**src/rtl/traffic_countdown_pkg.sv**
```systemverilog
// traffic_pkg: shared phase encoding, counter width and duration helpers for
// the traffic_countdown block and the segment_display decoder.
package traffic_pkg;

    // Counter width shared with segment_display.
    localparam int CNT_W = 6;

    // Largest phase duration the 6-bit counter can hold.
    localparam int MAX_DURATION = 63;

    // Phase encoding; 2'b11 is illegal and recovers to RED.
    typedef enum logic [1:0] {
        PHASE_RED    = 2'b00,
        PHASE_GREEN  = 2'b01,
        PHASE_YELLOW = 2'b10
    } phase_t;

    // Plain constants for the FSM register, which is kept as raw bits so the
    // illegal code can be observed and recovered.
    localparam logic [1:0] ST_RED    = PHASE_RED;
    localparam logic [1:0] ST_GREEN  = PHASE_GREEN;
    localparam logic [1:0] ST_YELLOW = PHASE_YELLOW;

    // A configured duration of 0 is promoted to 1 so a phase always lasts at
    // least one tick and the counter never has to show 0.
    function automatic logic [CNT_W-1:0] sanitize_duration(input int unsigned dur);
        logic [CNT_W-1:0] val_s;
        if (dur == 32'd0) begin
            val_s = 6'd1;
        end else begin
            val_s = CNT_W'(dur);
        end
        return val_s;
    endfunction

    // Fixed phase order RED -> GREEN -> YELLOW -> RED; anything else goes RED.
    function automatic logic [1:0] next_phase(input logic [1:0] st);
        logic [1:0] nxt_s;
        case (st)
            ST_RED:    nxt_s = ST_GREEN;
            ST_GREEN:  nxt_s = ST_YELLOW;
            ST_YELLOW: nxt_s = ST_RED;
            default:   nxt_s = ST_RED;
        endcase
        return nxt_s;
    endfunction

endpackage

```
**src/rtl/traffic_countdown_core.sv**
```systemverilog
// countdown_core: loadable down-counter holding the remaining seconds of the
// current phase. Load has priority over decrement; the counter never goes
// below 1 on its own.
module countdown_core
    import traffic_pkg::*;
#(
    parameter logic [CNT_W-1:0] RESET_VAL = 6'd1
) (
    input  logic             clk,
    input  logic             rst_n,
    input  logic             load,
    input  logic [CNT_W-1:0] load_val,
    input  logic             dec,
    output logic [CNT_W-1:0] count_value,
    output logic             at_one
);

    logic [CNT_W-1:0] count_r;

    // Counter register: reset value, then load, then guarded decrement.
    always_ff @(posedge clk or negedge rst_n) begin
        if (!rst_n) begin
            count_r <= RESET_VAL;
        end else if (load) begin
            count_r <= load_val;
        end else if (dec && (count_r > 6'd1)) begin
            count_r <= count_r - 6'd1;
        end else begin
            count_r <= count_r;
        end
    end

    assign count_value = count_r;
    assign at_one      = (count_r == 6'd1);

endmodule

```
**src/rtl/traffic_countdown.sv**
```systemverilog
// traffic_countdown: RED -> GREEN -> YELLOW phase sequencer with a seconds
// countdown, one-hot lamp outputs and a phase-change strobe.
// Optional feature macro: TRAFFIC_PED_REQ_EN (pedestrian request shortens GREEN).
module traffic_countdown
    import traffic_pkg::*;
#(
    parameter int unsigned RED_TIME      = 15,
    parameter int unsigned GREEN_TIME    = 20,
    parameter int unsigned YELLOW_TIME   = 3,
    parameter int unsigned PED_GREEN_MAX = 5
) (
    input  logic             clk,
    input  logic             rst_n,
    input  logic             tick,
    input  logic             run,
`ifdef TRAFFIC_PED_REQ_EN
    input  logic             ped_req,
`endif
    output logic [CNT_W-1:0] count_value,
    output logic             light_red,
    output logic             light_green,
    output logic             light_yellow,
    output logic             phase_done
);

    // Durations wider than the counter are a configuration error.
    if ((RED_TIME > MAX_DURATION) || (GREEN_TIME > MAX_DURATION) ||
        (YELLOW_TIME > MAX_DURATION) || (PED_GREEN_MAX > MAX_DURATION)) begin : g_cfg_error
        $error("traffic_countdown: a duration parameter exceeds 63");
    end

    localparam logic [CNT_W-1:0] RED_DUR    = sanitize_duration(RED_TIME);
    localparam logic [CNT_W-1:0] GREEN_DUR  = sanitize_duration(GREEN_TIME);
    localparam logic [CNT_W-1:0] YELLOW_DUR = sanitize_duration(YELLOW_TIME);
    localparam logic [CNT_W-1:0] PED_MAX    = sanitize_duration(PED_GREEN_MAX);

    // Duration loaded on entry to a given phase.
    function automatic logic [CNT_W-1:0] duration_of(input logic [1:0] st);
        logic [CNT_W-1:0] dur_s;
        case (st)
            ST_RED:    dur_s = RED_DUR;
            ST_GREEN:  dur_s = GREEN_DUR;
            ST_YELLOW: dur_s = YELLOW_DUR;
            default:   dur_s = RED_DUR;
        endcase
        return dur_s;
    endfunction

    logic [1:0]       state_r;
    logic [1:0]       next_state_s;
    logic             advance_s;
    logic             at_one_s;
    logic             load_s;
    logic             dec_s;
    logic [CNT_W-1:0] load_val_s;
    logic             done_next_s;
    logic             enter_red_s;
    logic             clamp_s;
    logic             light_red_r;
    logic             light_green_r;
    logic             light_yellow_r;
    logic             phase_done_r;

    // A tick only counts while the timer is running; ticks during a hold are
    // dropped rather than queued.
    assign advance_s = tick & run;

`ifdef TRAFFIC_PED_REQ_EN
    logic ped_latch_r;

    // Shorten GREEN only while the remaining time is above the ceiling.
    assign clamp_s = (state_r == ST_GREEN) && ped_latch_r && (count_value > PED_MAX);

    // Sticky pedestrian latch; RED entry wins over a same-edge request, and a
    // frozen timer freezes the latch too.
    always_ff @(posedge clk or negedge rst_n) begin
        if (!rst_n) begin
            ped_latch_r <= 1'b0;
        end else if (enter_red_s) begin
            ped_latch_r <= 1'b0;
        end else if (run && ped_req) begin
            ped_latch_r <= 1'b1;
        end else begin
            ped_latch_r <= ped_latch_r;
        end
    end
`else
    assign clamp_s = 1'b0;
`endif

    // Phase sequencing and counter control for the next edge.
    always_comb begin
        next_state_s = state_r;
        load_s       = 1'b0;
        load_val_s   = count_value;
        dec_s        = 1'b0;
        done_next_s  = 1'b0;
        case (state_r)
            ST_RED, ST_GREEN, ST_YELLOW: begin
                if (advance_s) begin
                    if (at_one_s) begin
                        next_state_s = next_phase(state_r);
                        load_s       = 1'b1;
                        load_val_s   = duration_of(next_phase(state_r));
                        done_next_s  = 1'b1;
                    end else if (clamp_s) begin
                        load_s     = 1'b1;
                        load_val_s = PED_MAX;
                    end else begin
                        dec_s = 1'b1;
                    end
                end else begin
                    next_state_s = state_r;
                end
            end
            default: begin
                // Illegal code: fall back to a clean RED phase.
                next_state_s = ST_RED;
                load_s       = 1'b1;
                load_val_s   = RED_DUR;
            end
        endcase
    end

    assign enter_red_s = (next_state_s == ST_RED) && (state_r != ST_RED);

    // State register plus registered lamp decode and phase-change strobe, so
    // the new lamp, new count and strobe all appear on the same edge.
    always_ff @(posedge clk or negedge rst_n) begin
        if (!rst_n) begin
            state_r        <= ST_RED;
            light_red_r    <= 1'b1;
            light_green_r  <= 1'b0;
            light_yellow_r <= 1'b0;
            phase_done_r   <= 1'b0;
        end else begin
            state_r        <= next_state_s;
            light_red_r    <= (next_state_s == ST_RED);
            light_green_r  <= (next_state_s == ST_GREEN);
            light_yellow_r <= (next_state_s == ST_YELLOW);
            phase_done_r   <= done_next_s;
        end
    end

    countdown_core #(
        .RESET_VAL (RED_DUR)
    ) u_core (
        .clk         (clk),
        .rst_n       (rst_n),
        .load        (load_s),
        .load_val    (load_val_s),
        .dec         (dec_s),
        .count_value (count_value),
        .at_one      (at_one_s)
    );

    assign light_red    = light_red_r;
    assign light_green  = light_green_r;
    assign light_yellow = light_yellow_r;
    assign phase_done   = phase_done_r;

endmodule

```
**config.mk**
```make
export PLATFORM = sky130hd
export DESIGN_NAME = traffic_countdown
export DESIGN_NICKNAME = d
export VERILOG_FILES = /design/src/rtl/traffic_countdown_pkg.sv /design/src/rtl/traffic_countdown_core.sv /design/src/rtl/traffic_countdown.sv
export SDC_FILE = /design/constraint.sdc
export NUM_CORES = 1
export LEC_CHECK = 0
export ABC_AREA = 1
export CORE_MARGIN = 3
export CORE_UTILIZATION = 44
export CTS_CLUSTER_SIZE = 12
export DETAILED_ROUTE_END_ITERATION = 7
export HOLD_SLACK_MARGIN = 0.02
export PLACE_DENSITY_LB_ADDON = 0.3
export SYNTH_ARGS = -nofsm -noshare
export SYNTH_HDL_FRONTEND = slang
export SYNTH_SLANG_ARGS = --single-unit
export TNS_END_PERCENT = 20
```
**constraint.sdc**
```tcl
create_clock -name clk -period 1.45 [get_ports clk]
set_input_delay 0.145 -clock clk [delete_from_list [all_inputs] [get_ports clk]]
set_output_delay 0.145 -clock clk [all_outputs]
set_load 0.02 [all_outputs]
```
# ---- Yosys cells after proc, flatten, opt, wreduce, memory -nomap -nowiden
# Cells that the tools add are included.
dict set report classes {
  addsub 1
  magnitude_cmp 1
  eq_ne 9
  mux 20
  n_bitwise 1
  reduce_logical 6
}
# cell count
set op_table {}
lappend op_table {{2-to-1 mux 6 bit} 5}
lappend op_table {{2-to-1 mux 2 bit} 6}
lappend op_table {{case mux 5 bit (2 select lines)} 1}
lappend op_table {{2-to-1 mux 1 bit} 7}
lappend op_table {{== test 2 x 1 -> 1 bit, second input constant} 3}
lappend op_table {{== test 2 bit, second input constant} 3}
lappend op_table {{== test 6 x 1 -> 1 bit, second input constant} 1}
lappend op_table {{> comparator 6 x 1 -> 1 bit, second input constant} 1}
lappend op_table {{inequality test 3 bit, second input constant} 2}
lappend op_table {{subtractor 6 x 1 -> 6 bit, second input constant} 1}
lappend op_table {{logical NOT 2 bit} 2}
lappend op_table {{case mux 2 bit (2 select lines)} 1}
lappend op_table {{AND reduction 3 bit} 1}
lappend op_table {{OR reduction 3 bit} 1}
lappend op_table {{nonzero test 2 bit} 1}
lappend op_table {{AND 1 bit} 1}
lappend op_table {{logical AND 1 bit} 1}
dict set report word_totals {
  ff_bits 12
  in_bits 4
  wordCells 44
}

# ---- Longest topological paths before layout
dict set report depth {
  depth_word 11
  depth_mapped 9
}

# ---- By module
# Synthesis repeated with hierarchy kept, for this count alone.
dict set report hier_totals {
  hier_cells 98
  hier_area_um2 758.2
}
# module n_inst cells_per_inst area_each_um2 seq_area_each_um2
set modules_own_cells {}
lappend modules_own_cells {countdown_core 1 59 454.2 155.1}
lappend modules_own_cells {traffic_countdown 1 39 304.0 151.4}

# ---- Least setup slack after synthesis
# No wires, ideal clock.
dict set report synth_timing {
  path_kind {register -> register}
  startpoint {register u_core.count_r[1] (netlist: u_core.count_value[1])}
  endpoint {register u_core.count_r[4] (netlist: u_core.count_value[4])}
  arrival_time_ns 1.399
  required_ns 1.333
  setup_slack_ns -0.066
  stages_incl_launch_ff 9
  period_less_slack_ns 1.516
  cell_sequence {dfstp_2 > inv_1 > ha_1 > inv_1 > nand2_1 > o21bai_4 > nand2_4 > nand3_1 > nand2_1}
}
dict set report synth_via {
  elab_chain_cells 7
}
# item line_no
set synth_lines {}
lappend synth_lines {{start: declaration} traffic_countdown_core.sv:18} ;# logic [CNT_W-1:0] count_r;
lappend synth_lines {{start signal: assignment} traffic_countdown_core.sv:25} ;# count_r <= load_val;
lappend synth_lines {{start signal: assignment} traffic_countdown_core.sv:27} ;# count_r <= count_r - 6'd1;
lappend synth_lines {{start signal: assignment} traffic_countdown_core.sv:29} ;# count_r <= count_r;
lappend synth_lines {{== test 6 x 1 -> 1 bit} traffic_countdown_core.sv:34} ;# assign at_one = (count_r == 6'd1);
lappend synth_lines {{2-to-1 mux 1 bit} traffic_countdown.sv:101} ;# if (at_one_s) begin
lappend synth_lines {{2-to-1 mux 1 bit} traffic_countdown.sv:100} ;# if (advance_s) begin
lappend synth_lines {{2-to-1 mux 1 bit} traffic_countdown.sv:98} ;# case (state_r)
lappend synth_lines {{logical AND 1 bit} traffic_countdown_core.sv:26} ;# end else if (dec && (count_r > 6'd1)) begin
lappend synth_lines {{nonzero test 2 bit (no source line)} --}
lappend synth_lines {{AND reduction 3 bit (no source line)} --}
# Several ways; a longest one is shown, not always the timed one. The select of a mux whose other input is x is not followed.
# A chain may end at the register's enable or synchronous reset.

# ---- Worst setup path after layout
# Ends and elaborated chain as after synthesis.

==> results.sh <==
export IMPL_layout_nets=125
export IMPL_final_min_period_over_clock_period_pct=99.78
export IMPL_slowest_stage="sky130_fd_sc_hd__dfstp_2"
export IMPL_cp_start_kind="flop"
export IMPL_max_freq_mhz=691.2
export IMPL_route_detailed_drc=0
export IMPL_syn_to_final_growth_pct=43.47
export IMPL_rows=14
export IMPL_yosysTopAreaCell="sky130_fd_sc_hd__dfrtp_1"
export IMPL_global_route_usage_total_pct=17.85
export IMPL_hold_viol_final=0
export IMPL_syn_mean_instance_area_um2=7.830
export IMPL_layout_drive_gt1_share_pct=33.05
export IMPL_die_h_um=46.68
export IMPL_wl_mm=1.678
export IMPL_drtPass1Iterations=4
export IMPL_power_density_nw_per_um2=2150
export IMPL_avgViaCountPerCell=5.022
export IMPL_final_setup_skew_ps=4.887
export IMPL_timing_critical_path_fanout_max=6
export IMPL_arrival_ps=1620
export IMPL_tightest_slew_ps=537.8
export IMPL_layout_core_utilization_pct=68.55
export IMPL_stdcell_count=134
export IMPL_synth_largest_type_area_fraction_pct=24.05
export IMPL_maximum_number_of_pins_on_one_net_before_global_route_repair=13
export IMPL_ant_nets=0
export IMPL_outcome="finished, final reports clean"
export IMPL_setup_worst_path_end_class="flop"
export IMPL_ctsHtreeMaxLevel=1
export IMPL_cts_inserted_buffers=3
export IMPL_synth_seq_area_share_pct=42.10
export IMPL_yosys_register_bits=12
export IMPL_clock_sink_count=12
export IMPL_insertion_delay_ps=280
export IMPL_diodes_inserted=0
export IMPL_gpl_final_weighted_congestion=0.8355
export IMPL_mappedNetlistNets=99
export IMPL_leakage_nw=0.5388
export IMPL_dp_cells=127
export IMPL_fill_cells=127
export IMPL_slew_violations=0
export IMPL_yosys_top_cells_area="sky130_fd_sc_hd__dfrtp_1, sky130_fd_sc_hd__dfstp_2, sky130_fd_sc_hd__nand2_1"
export IMPL_num_vias=673
export IMPL_synthesis_area_um2=728.2
export IMPL_holdCritPathClass="in -> async"
export IMPL_cts_tree="built"
export IMPL_initial_core_util_pct=47.78
export IMPL_post_drt_wl_per_cell_um=12.52
export IMPL_globalRouteOverflowTotal=0
export IMPL_syn_inst=93
export IMPL_antenna_found_initial=0
export IMPL_die_area_um2=2179
export IMPL_core_box_area_um2=1524
export IMPL_critical_path_class="reg -> reg"
export IMPL_io_buffers=13
export IMPL_period_needed_ps=1447
export IMPL_grt_pass1_wl_mm=2.677
export IMPL_rsz0062_at_grt="true"
export IMPL_synth_distinct_cells=18
export IMPL_max_slew_margin_pct=64.03
export IMPL_p_total_mw=2.246
export IMPL_worst_ep_required_time_ps=1620
export IMPL_cap_viol_max_count=0
export IMPL_first_iter_violations=11
export IMPL_crit_path_max_incr_delay_ps=560
export IMPL_clk_path_buf_depth=2
export IMPL_ir_drop_worst_case_vdd_mv=1.197
export IMPL_vias_in_the_first_global_route=592
export IMPL_cts_root_buffer="sky130_fd_sc_hd__clkbuf_4"
export IMPL_crit_path_cell_trace="inv_2, ha_4, inv_4, nand2_4, o21bai_4, nand2_4, nand3_2, nand2_1"
export IMPL_chipWidth_um=46.68
export IMPL_setup_viol_count_final=0
export IMPL_yosys_warnings=0
export IMPL_num_io_pins=14
export IMPL_cpMostUsedCell="sky130_fd_sc_hd__nand2_4"
export IMPL_dp_hpwl_mm=1.188
export IMPL_clkTransAtPathRegs_ps=80
[critical path, delay by kind of cell (launching register included)]
kind            cells  cell delay, ps
simple gates        4             280
flops               1             560
buf+inv             2             120
compound gates      1             210
fa+ha+maj           1             170
[flip-flops by register name (all words and copies together), names as in the netlist]
signal,flops
u_core.count_value,6
phase_done,1
light_yellow,1
state_r,2
light_green,1
light_red,1
[cell families (layout without fill, tap and decap cells)]
family	count (synthesis)	in the layout	share of synthesized area (%)
xor+xnor	1	1	1.203
flops	12	12	42.10
fa+ha+maj	2	2	3.436
compound gates	6	6	6.872
simple gates	61	61	40.72
buf+inv	11	36	5.670
[worst paths after layout]
kind	slack (ps)	endpoint	depth (start not counted)	startpoint
setup / recovery	3	u_core.count_value[4]	8	u_core.count_value[1]
hold / removal	210	u_core.count_value[5]	1	rst_n
setup reg to reg	3	u_core.count_value[4]	8	u_core.count_value[1]
hold reg to reg	510	u_core.count_value[1]	2	u_core.count_value[1]
max in group asynchronous	870	light_red	1	rst_n
min in group clk	510	u_core.count_value[1]	2	u_core.count_value[1]
[final cells by class]
class,count,area [um^2],share of cell area [%]
multi-input combinational,70,442.9,42.40
sequential,12,306.5,29.34
timing repair buffer,21,195.2,18.68
inverter,11,43.79,4.192
clock buffer,4,36.28,3.473
tap,16,20.02,1.916
[per-layer routing]
metal / global-route usage, % / up-vias / routed length (um)
li1: - / 347 / -
met1: 23.87 / 303 / 746
met2: 27.20 / 18 / 811
met3: 2.734 / 5 / 82
met4: 9.945 / 0 / 38
met5: 0 / - / 0
[metrics by stage]
step	worst slack [ps]	hold WS, ps	instance area (um^2)	TNS [ps]
after CTS	-43.05	226.4	964.7	-45.15
after detailed placement	-60.95	516.4	920.9	-174.4
final	3.184	210.1	1045	0
after floorplan	7.742	-150.6	733.2	0
after global routing	-54.09	245.8	1045	-165.0
after global placement	-33.07	497.3	920.9	-81.30
[placed cells by master (no fill, tap or decap), drive strengths merged]
cell type      count
nand3             15
o21bai             2
dlygate4sd2        4
dfrtp              7
nand3b             1
ha                 2
inv               11
dlymetal6s2s       1
nand4              1
xnor2              1
nor2              12
clkbuf             4
clkdlybuf4s15      2
o21ai              4
nand2             32
buf                8
clkdlybuf4s50      6
dfstp              5
[report_power, final]
group          internal, mW  switching (mW)  leakage (nW)
clock network         0.153           0.122        0.0210
registers             0.513           0.140         0.143
logic                 0.557           0.761         0.374
total                  1.22            1.02         0.539
[synthesized netlist by cell type (all sizes together)]
master and count:
nand2 32, nand3 15, nor2 12, inv 11
dfrtp 7, dfstp 5, o21ai 4, ha 2
o21bai 2, nand3b 1, nand4 1, xnor2 1
[repair_timing]
item                       CTS  global route
pin swaps                    0            10
resized for setup            9            16
hold buffers                 0             0
setup endpoints to repair   15            11
setup buffers                0             3
Note: power is estimated with default switching activity, not from simulation.
